**config.mk**
```make
export PLATFORM = sky130hd
export DESIGN_NAME = line_clear_ctrl_flat
export DESIGN_NICKNAME = d
export VERILOG_FILES = /design/src/rtl/line_clear_ctrl_pkg.sv /design/src/rtl/line_clear_ctrl_if.sv /design/src/rtl/line_clear_ctrl_score.sv /design/src/rtl/line_clear_ctrl.sv /design/src/flat_wrapper.sv
export SDC_FILE = /design/constraint.sdc
export NUM_CORES = 1
export LEC_CHECK = 0
export CAP_MARGIN = 40
export CORE_MARGIN = 4
export CORE_UTILIZATION = 53
export CTS_CLUSTER_DIAMETER = 80
export CTS_CLUSTER_SIZE = 40
export DETAILED_ROUTE_END_ITERATION = 8
export PLACE_DENSITY = 0.79
export SYNTH_ARGS = -nofsm -noshare
export SYNTH_HDL_FRONTEND = slang
export SYNTH_SLANG_ARGS = --single-unit
```
**constraint.sdc**
```tcl
create_clock -name clka -period 3 [get_ports clka]
set_input_delay 0.6 -clock clka [delete_from_list [all_inputs] [get_ports clka]]
set_output_delay 0.6 -clock clka [all_outputs]
set_load 0.05 [all_outputs]
```
**src/rtl/line_clear_ctrl_pkg.sv**
```systemverilog
// Shared Tetris definitions: board geometry, CLEAR-phase state encoding and line score lookup.
// The score lookup is only consumed when the design is built with LINE_SCORE_EN defined.
package tetris_pkg;

  localparam int ROWS    = 11;
  localparam int COLS    = 8;
  localparam int ROW_AW  = 4;
  localparam int SCORE_W = 16;

  typedef enum logic [2:0] {
    CLR_IDLE     = 3'd0,
    CLR_SCAN_RD  = 3'd1,
    CLR_SCAN_CHK = 3'd2,
    CLR_SH_RD    = 3'd3,
    CLR_SH_WR    = 3'd4,
    CLR_SH_TOP   = 3'd5,
    CLR_FINISH   = 3'd6
  } clr_state_e;

  localparam logic [SCORE_W-1:0] SCORE_0  = 16'd0;
  localparam logic [SCORE_W-1:0] SCORE_1  = 16'd1;
  localparam logic [SCORE_W-1:0] SCORE_2  = 16'd3;
  localparam logic [SCORE_W-1:0] SCORE_3  = 16'd5;
  localparam logic [SCORE_W-1:0] SCORE_4P = 16'd8;

  // Four or more lines in one pass all earn the top award.
  function automatic logic [SCORE_W-1:0] line_score(input logic [ROW_AW-1:0] n);
    logic [SCORE_W-1:0] pts;
    case (n)
      ROW_AW'(0): pts = SCORE_0;
      ROW_AW'(1): pts = SCORE_1;
      ROW_AW'(2): pts = SCORE_2;
      ROW_AW'(3): pts = SCORE_3;
      default:    pts = SCORE_4P;
    endcase
    return pts;
  endfunction

endpackage

```
**src/rtl/line_clear_ctrl_if.sv**
```systemverilog
// Handshake with the main FSM plus the board RAM port owned by the line-clear controller.
// master = main FSM / board RAM side, slave = line_clear_ctrl.
interface line_clear_if;
  import tetris_pkg::*;

  logic              start_clear;
  logic [ROW_AW-1:0] row_rd_addr;
  logic [COLS-1:0]   row_rd_data;
  logic              row_wr_en;
  logic [ROW_AW-1:0] row_wr_addr;
  logic [COLS-1:0]   row_wr_data;
  logic              busy;
  logic              done;
  logic [ROW_AW-1:0] lines_cleared;

  modport master (
    output start_clear,
    output row_rd_data,
    input  row_rd_addr,
    input  row_wr_en,
    input  row_wr_addr,
    input  row_wr_data,
    input  busy,
    input  done,
    input  lines_cleared
  );

  modport slave (
    input  start_clear,
    input  row_rd_data,
    output row_rd_addr,
    output row_wr_en,
    output row_wr_addr,
    output row_wr_data,
    output busy,
    output done,
    output lines_cleared
  );

endinterface

```
**src/rtl/line_clear_ctrl_score.sv**
```systemverilog
// line_score_acc: saturating score accumulator fed with the line count of each finished pass.
// Only present in builds with LINE_SCORE_EN defined.
`ifdef LINE_SCORE_EN
module line_score_acc
  import tetris_pkg::*;
(
  input  logic               clk_i,
  input  logic               rst_i,
  input  logic               add_en_i,
  input  logic [ROW_AW-1:0]  count_i,
  output logic [SCORE_W-1:0] score_o
);

  logic [SCORE_W-1:0] score_q;
  logic [SCORE_W:0]   sum_d;

  assign sum_d = {1'b0, score_q} + {1'b0, line_score(count_i)};

  always_ff @(posedge clk_i or posedge rst_i) begin
    if (rst_i) begin
      score_q <= '0;
    end else if (add_en_i) begin
      score_q <= sum_d[SCORE_W] ? {SCORE_W{1'b1}} : sum_d[SCORE_W-1:0];
    end
  end

  assign score_o = score_q;

endmodule
`endif

```
**src/rtl/line_clear_ctrl.sv**
```systemverilog
// CLEAR phase of the game loop: scans the board bottom-up, removes full rows by shifting down.
// Optional LINE_SCORE_EN adds a saturating 16-bit score output.
module line_clear_ctrl
  import tetris_pkg::*;
(
  input  logic clka,
  input  logic restart,
  line_clear_if.slave bus
`ifdef LINE_SCORE_EN
  ,
  output logic [SCORE_W-1:0] score
`endif
);

  clr_state_e        state_q;
  logic [ROW_AW-1:0] r_q;
  logic [ROW_AW-1:0] d_q;
  logic [ROW_AW-1:0] count_q;
  logic              busy_q;
  logic              done_q;
  logic              wr_en_q;
  logic [ROW_AW-1:0] lines_q;
  logic [ROW_AW-1:0] rd_addr_q;
  logic [ROW_AW-1:0] wr_addr_q;
  logic [COLS-1:0]   wr_data_q;
  logic              row_full;

  assign row_full = &bus.row_rd_data;

  always_ff @(posedge clka or posedge restart) begin
    if (restart) begin
      state_q   <= CLR_IDLE;
      r_q       <= '0;
      d_q       <= '0;
      count_q   <= '0;
      busy_q    <= 1'b0;
      done_q    <= 1'b0;
      wr_en_q   <= 1'b0;
      lines_q   <= '0;
      rd_addr_q <= '0;
      wr_addr_q <= '0;
      wr_data_q <= '0;
    end else begin
      done_q  <= 1'b0;
      wr_en_q <= 1'b0;
      case (state_q)
        CLR_IDLE: begin
          if (bus.start_clear) begin
            r_q       <= ROW_AW'(ROWS - 1);
            rd_addr_q <= ROW_AW'(ROWS - 1);
            count_q   <= '0;
            busy_q    <= 1'b1;
            state_q   <= CLR_SCAN_RD;
          end
        end
        CLR_SCAN_RD: begin
          state_q <= CLR_SCAN_CHK;
        end
        CLR_SCAN_CHK: begin
          if (row_full && (r_q == '0)) begin
            wr_en_q   <= 1'b1;
            wr_addr_q <= '0;
            wr_data_q <= '0;
            state_q   <= CLR_SH_TOP;
          end else if (row_full) begin
            d_q       <= r_q;
            rd_addr_q <= r_q - ROW_AW'(1);
            state_q   <= CLR_SH_RD;
          end else if (r_q == '0) begin
            done_q  <= 1'b1;
            lines_q <= count_q;
            state_q <= CLR_FINISH;
          end else begin
            r_q       <= r_q - ROW_AW'(1);
            rd_addr_q <= r_q - ROW_AW'(1);
            state_q   <= CLR_SCAN_RD;
          end
        end
        CLR_SH_RD: begin
          wr_en_q   <= 1'b1;
          wr_addr_q <= d_q;
          state_q   <= CLR_SH_WR;
        end
        CLR_SH_WR: begin
          if (d_q == ROW_AW'(1)) begin
            wr_en_q   <= 1'b1;
            wr_addr_q <= '0;
            wr_data_q <= '0;
            state_q   <= CLR_SH_TOP;
          end else begin
            wr_data_q <= bus.row_rd_data;
            d_q       <= d_q - ROW_AW'(1);
            rd_addr_q <= d_q - ROW_AW'(2);
            state_q   <= CLR_SH_RD;
          end
        end
        CLR_SH_TOP: begin
          // Rescan the same row: the row above has just dropped into it.
          count_q   <= count_q + ROW_AW'(1);
          rd_addr_q <= r_q;
          state_q   <= CLR_SCAN_RD;
        end
        CLR_FINISH: begin
          busy_q  <= 1'b0;
          state_q <= CLR_IDLE;
        end
        default: begin
          busy_q  <= 1'b0;
          state_q <= CLR_IDLE;
        end
      endcase
    end
  end

  assign bus.row_rd_addr   = rd_addr_q;
  assign bus.row_wr_en     = wr_en_q;
  assign bus.row_wr_addr   = wr_addr_q;
  // The shifted row arrives from the synchronous RAM during SH_WR itself, so it is
  // forwarded straight to the write port; wr_data_q keeps the value between writes.
  assign bus.row_wr_data   = (state_q == CLR_SH_WR) ? bus.row_rd_data : wr_data_q;
  assign bus.busy          = busy_q;
  assign bus.done          = done_q;
  assign bus.lines_cleared = lines_q;

`ifdef LINE_SCORE_EN
  line_score_acc u_score (
    .clk_i    (clka),
    .rst_i    (restart),
    .add_en_i (done_q),
    .count_i  (lines_q),
    .score_o  (score)
  );
`endif

endmodule

```
**src/flat_wrapper.sv**
```systemverilog
// flat-port wrapper written by rule: the top's interface ports become plain ports
module line_clear_ctrl_flat import tetris_pkg::*;
  (clka, restart, bus_start_clear, bus_row_rd_data, bus_row_rd_addr, bus_row_wr_en, bus_row_wr_addr, bus_row_wr_data, bus_busy, bus_done, bus_lines_cleared);
  line_clear_if bus_i ();
  input  logic clka;
  input  logic restart;
  input wire logic [$bits(bus_i.start_clear)-1:0] bus_start_clear;
  input wire logic [$bits(bus_i.row_rd_data)-1:0] bus_row_rd_data;
  output wire logic [$bits(bus_i.row_rd_addr)-1:0] bus_row_rd_addr;
  output wire logic [$bits(bus_i.row_wr_en)-1:0] bus_row_wr_en;
  output wire logic [$bits(bus_i.row_wr_addr)-1:0] bus_row_wr_addr;
  output wire logic [$bits(bus_i.row_wr_data)-1:0] bus_row_wr_data;
  output wire logic [$bits(bus_i.busy)-1:0] bus_busy;
  output wire logic [$bits(bus_i.done)-1:0] bus_done;
  output wire logic [$bits(bus_i.lines_cleared)-1:0] bus_lines_cleared;
  assign bus_i.start_clear = bus_start_clear;
  assign bus_i.row_rd_data = bus_row_rd_data;
  assign bus_row_rd_addr = bus_i.row_rd_addr;
  assign bus_row_wr_en = bus_i.row_wr_en;
  assign bus_row_wr_addr = bus_i.row_wr_addr;
  assign bus_row_wr_data = bus_i.row_wr_data;
  assign bus_busy = bus_i.busy;
  assign bus_done = bus_i.done;
  assign bus_lines_cleared = bus_i.lines_cleared;
  line_clear_ctrl u_core (.clka(clka), .restart(restart), .bus(bus_i));
endmodule
```
# Yosys cells after proc, flatten, opt, wreduce, memory -nomap -nowiden
# Cells that the tools add are included.
# W data, S select, Z words.
# word_totals
reg_bits,38
inputBits,11
output_inout_bits,23
word_cells,88
# classes
addsub,4
n_eq_ne,15
mux,37
bitwise_logic,3
reduce_logical,18
# ops
cell,n
$mux W4,13
$mux W8,3
$pmux W4 S2,3
$pmux W3 S6,1
$pmux W4 S4,1
$pmux W8 S2,1
$mux W3,5
$pmux W4 S3,1
$ne A2 B2 Y1 const B,5
$reduce_and A5 Y1,2
$reduce_and A4 Y1,2
$reduce_and A8 Y1,1
$sub A4 B1 Y4 const B,2
$mux W1,7
$eq A3 B2 Y1 const B,2
$eq A3 B3 Y1 const B,2
$ne A2 B1 Y1 const B,3
$reduce_and A2 Y1,3
$reduce_bool A2 Y1,3
$reduce_or A5 Y1,1
$add A4 B1 Y4 const B,1
$eq A4 B1 Y1 const B,1
$logic_not A4 Y1,1
$reduce_bool A4 Y1,1
other kinds (10),12

# Longest topological paths before layout
# depth
ltp_word,5
ltp_mapped,8
depth_no_buf,7

# Worst setup path before layout
# Ideal clock, no wire load.
# synth_timing
path_type,register to output
startpoint,register u_core.state_q[1]
endpoint,output port bus_row_wr_data[0]
arrival_ns,1.662
t_required_ns,2.400
setup_slack_ns,0.738
path_stages_with_launch,6
n_path_buf,2
path_cell_list,dfrtp_1 clkbuf_1 nor3b_1 clkbuf_1 nand2_1 nand2_1
# synth_via
elab_chain_cells,2
# synth_rtl
element,line,text
start: declaration,line_clear_ctrl.sv:15,clr_state_e state_q;
start signal: assignment,line_clear_ctrl.sv:32,state_q <= CLR_IDLE;
start signal: assignment,line_clear_ctrl.sv:53,state_q <= CLR_SCAN_RD;
start signal: assignment,line_clear_ctrl.sv:57,state_q <= CLR_SCAN_CHK;
$eq A3 B3 Y1,line_clear_ctrl.sv:120,assign bus.row_wr_data = (state_q == CLR_SH_WR) ? bus.row_rd_data : wr_data_q;
$mux W8,line_clear_ctrl.sv:120,
end: declaration,flat_wrapper.sv:12,output wire logic [$bits(bus_i.row_wr_data)-1:0] bus_row_wr_data;
# No other way between the ends.

# Final worst setup path
# layout_timing
startpoint,register u_core.state_q[0]
endpoint,output port bus_row_wr_data[6]
# The elaborated chain is that of the path after synthesis.

==> run summary <==
# hold bufs at CTS = 0
Grt met2 use = 33.47%
DRT iter0 DRCs = 215
Final design utilization = 72.46%
Worst hold-check path type = reg -> reg
Crit path buffers/inverters = 1
Largest family of logic cells by synthesized area = compound AO/OA/AOI/OAI gates
Final wirelength = 4.888 mm
Area share of fa/ha/maj cells after synthesis = 5.412%
Slew Viols, Final = 0
DIE HEIGHT = 70.66 um
Root buf cell = clkbuf_8
Crit start category = register
Arrival time at the worst endpoint = 1.99 ns
Top delay family on crit path = simple AND/OR/NAND/NOR gates
Highest clock rate = 385.9 MHz
Post-DRT Antenna Nets = 0
Area delta synth->final = 29.40%
Pin count of the biggest net entering global routing = 39
Syn. warnings = 0
Cell count after synthesis = 214
Reg-to-reg critical path endpoint = u_core.r_q[1]
Die X = 70.66 um
DR vias = 1774
Antenna cells = 0
Hold wc startpoint = u_core.bus.row_wr_addr[3]
Grt total ovfl = 0
Leakage = 1.250 nW
Largest stage delay on the critical path = 0.71 ns
CP most frequent cell = nand2_1
Synth unique cells = 47
Setup bufs post-CTS = 0
Final setup fails = 0
Vias/cell = 5.933
Final WS setup = 0.4088 ns
Routed len/inst = 16.35 um
Max Cap Violations = 0
Nets = 270
Critical-path cell list = or3b_2 -> nand2_1 -> nand2_1 -> buf_12
Cell area after synthesis = 2081 sq um
Syn_nets = 234
I/O Buffers = 33
Post-synthesis xor/xnor area fraction = 1.263%
Ports = 34
Initial Utilization = 55.99%
Number of enable flip-flop cells after synthesis = 0
Global-route met1 utilization = 30.79%
Post-synthesis sequential area ratio = 45.70%
Initial antenna violation count = 0
Min-Delay Path Depth = 1
Num Clock Sinks = 38
RSZ-0062 raised after global routing = no
Clock buffer depth = 2
Die area = 4992 sq um
Avg Inst Size Synth = 9.723 sq um
Post-Synth Simple-Gate Area = 17.92%
Worst Tran Pin Value = 0.6348 ns
Post-synthesis mux area share = 6.554%
Reg-to-Reg Start = u_core.r_q[0]
Req. time, crit path = 2.40 ns
Max Clock Skew = 0.007355 ns
Slew headroom = 57.68%
Synth Flop Type = dfrtp_1
Core Box Area = 3716 sq um
Share of layout cells above drive strength 1 = 15.54%
Drt pass-1 iters = 4
Clock Latency Late Sink = 0.30 ns
Vias in the first global route = 1721
Drt drc = 0
Pwr dens = 1137 nW/um^2
CTS tree = yes
Yosys reg bits = 38
H-tree depth = 2
Post-DP HPWL = 3.505 mm
Async S/R FF share, synth = 100.0%
Critical Path End Type = output pin
Reg clk slew, reported paths = 0.08 ns
First-pass GRT wire length = 8.673 mm
Hold Fails Final Rpt = 0
Status = finished clean
Maximum vdd drop = 0.0006055 V
GR Util met3 = 5.114%
Worst R2R Setup Slack = 0.70 ns
Period utilization = 86.37%
Post-Route Setup TNS = 0 ns
Minimum clock period = 2.591 ns
Complex-gate fraction of the synthesized area = 18.58%
DP Worst Slack = 0.1509 ns
Final GP Congestion = 0.8338
Total Routing Usage GR = 21.79%
Rows = 22
Hold EP = u_core.bus.row_wr_addr[3]
CTS buffer count = 5
CP Class = reg -> out
Slowest cell on crit path = or3b_2
CTS resizes = 0
CP max FO = 18
Most Crowded Layer GR = met2
Worst Reg-to-Reg Cells = 7
==> worst max-delay path by stage <==
stage               depth (start not counted)               start                         to  slack [ns]
floorplan                                   5   u_core.state_q[1]         bus_row_wr_data[0]        0.74
global placement                            9  bus_row_rd_data[6]  u_core.bus.row_rd_addr[1]        0.21
detailed placement                          9  bus_row_rd_data[6]  u_core.bus.row_rd_addr[0]        0.15
CTS                                         4   u_core.state_q[0]         bus_row_wr_data[6]        0.43
global route                                4   u_core.state_q[0]         bus_row_wr_data[6]        0.30
finish                                      4   u_core.state_q[0]         bus_row_wr_data[6]        0.41
==> per-layer routing <==
layer / part of all wire, % / wire length (um)
met1: 45 / 2186
met2: 47 / 2321
met3: 6.1 / 300
met4: 1.6 / 79
met5: 0 / 0
==> layout make-up <==
cell class	instances	area, sq um
timing repair buffer	39	455.4
inverter	13	48.80
tap	48	60.06
sequential	38	950.9
multi-input combinational	153	1035
clock inverter	2	60.06
clock buffer	6	82.58
fill	293	1023
==> power by group <==
part           leakage [nW]  internal [mW]  switching [mW]  total (mW)
clock network        0.0714          0.355           0.182       0.537
logic                 0.703          0.715           0.932        1.65
registers             0.476          0.685           0.194       0.879
==> stage by stage <==
step	hold WS (ns)	area (sq um)	power [mW]	instances
3_5_place_dp	0.4885	2550	2.523	291
3_3_place_gp	0.4812	2550	2.487	291
4_1_cts	0.5056	2693	3.067	299
5_1_grt	0.5249	2693	3.244	299
2_1_floorplan	0.4730	2081	1.921	214
6_report	0.4989	2693	3.062	299
==> registers in the layout, summed over array words and instances (netlist names) <==
name and cells:
u_core.bus.lines_cleared 4, u_core.state_q 3, u_core.count_q 4, u_core.bus.row_rd_addr 4, u_core.wr_data_q 8, u_core.bus.row_wr_en 1, u_core.bus.row_wr_addr 4, u_core.d_q 4
u_core.r_q 4, u_core.bus.done 1, u_core.bus.busy 1
==> cell usage in the layout, fill, tap and decap left out, types with 5 or more instances in the layout <==
cell,instances
dfrtp_1,38
nand2_1,31
clkdlybuf4s50_1,25
nor2_1,14
inv_1,13
a22o_1,12
a21oi_1,10
mux2_2,9
o21ai_0,9
ha_1,9
buf_12,8
clkbuf_8,6
buf_4,6
nor3_1,5
==> Yosys cell counts (2+ instances only) <==
cell	n	share of area (%)
inv_1	13	2.3
o32a_1	2	0.96
mux2_2	9	4.9
nor2_1	14	2.5
nand2_1	31	5.6
o21ai_0	9	2.2
ha_1	9	5.4
nand3_1	2	0.48
o31ai_1	3	1.1
nand4_1	3	0.90
xnor2_1	2	0.84
dfrtp_1	38	46
a311oi_1	2	0.84
a22oi_1	2	0.72
or3b_2	2	0.84
clkbuf_1	8	1.4
o22ai_1	2	0.60
nor3_1	5	1.2
a21o_1	2	0.72
a22o_1	12	5.1
and2_1	3	0.90
nand2b_1	4	1.2
nor3b_1	3	1.1
mux2i_1	2	0.96
a21oi_1	10	2.4
==> cells by family after synthesis <==
logic type	Yosys count
AO/OA/AOI/OAI	54
XOR/XNOR	3
adder cells (fa/ha/maj)	9
buffers and inverters	23
flip-flops	38
multiplexers	12
AND/OR/NAND/NOR	75
Power figures use the tool's default switching activity.
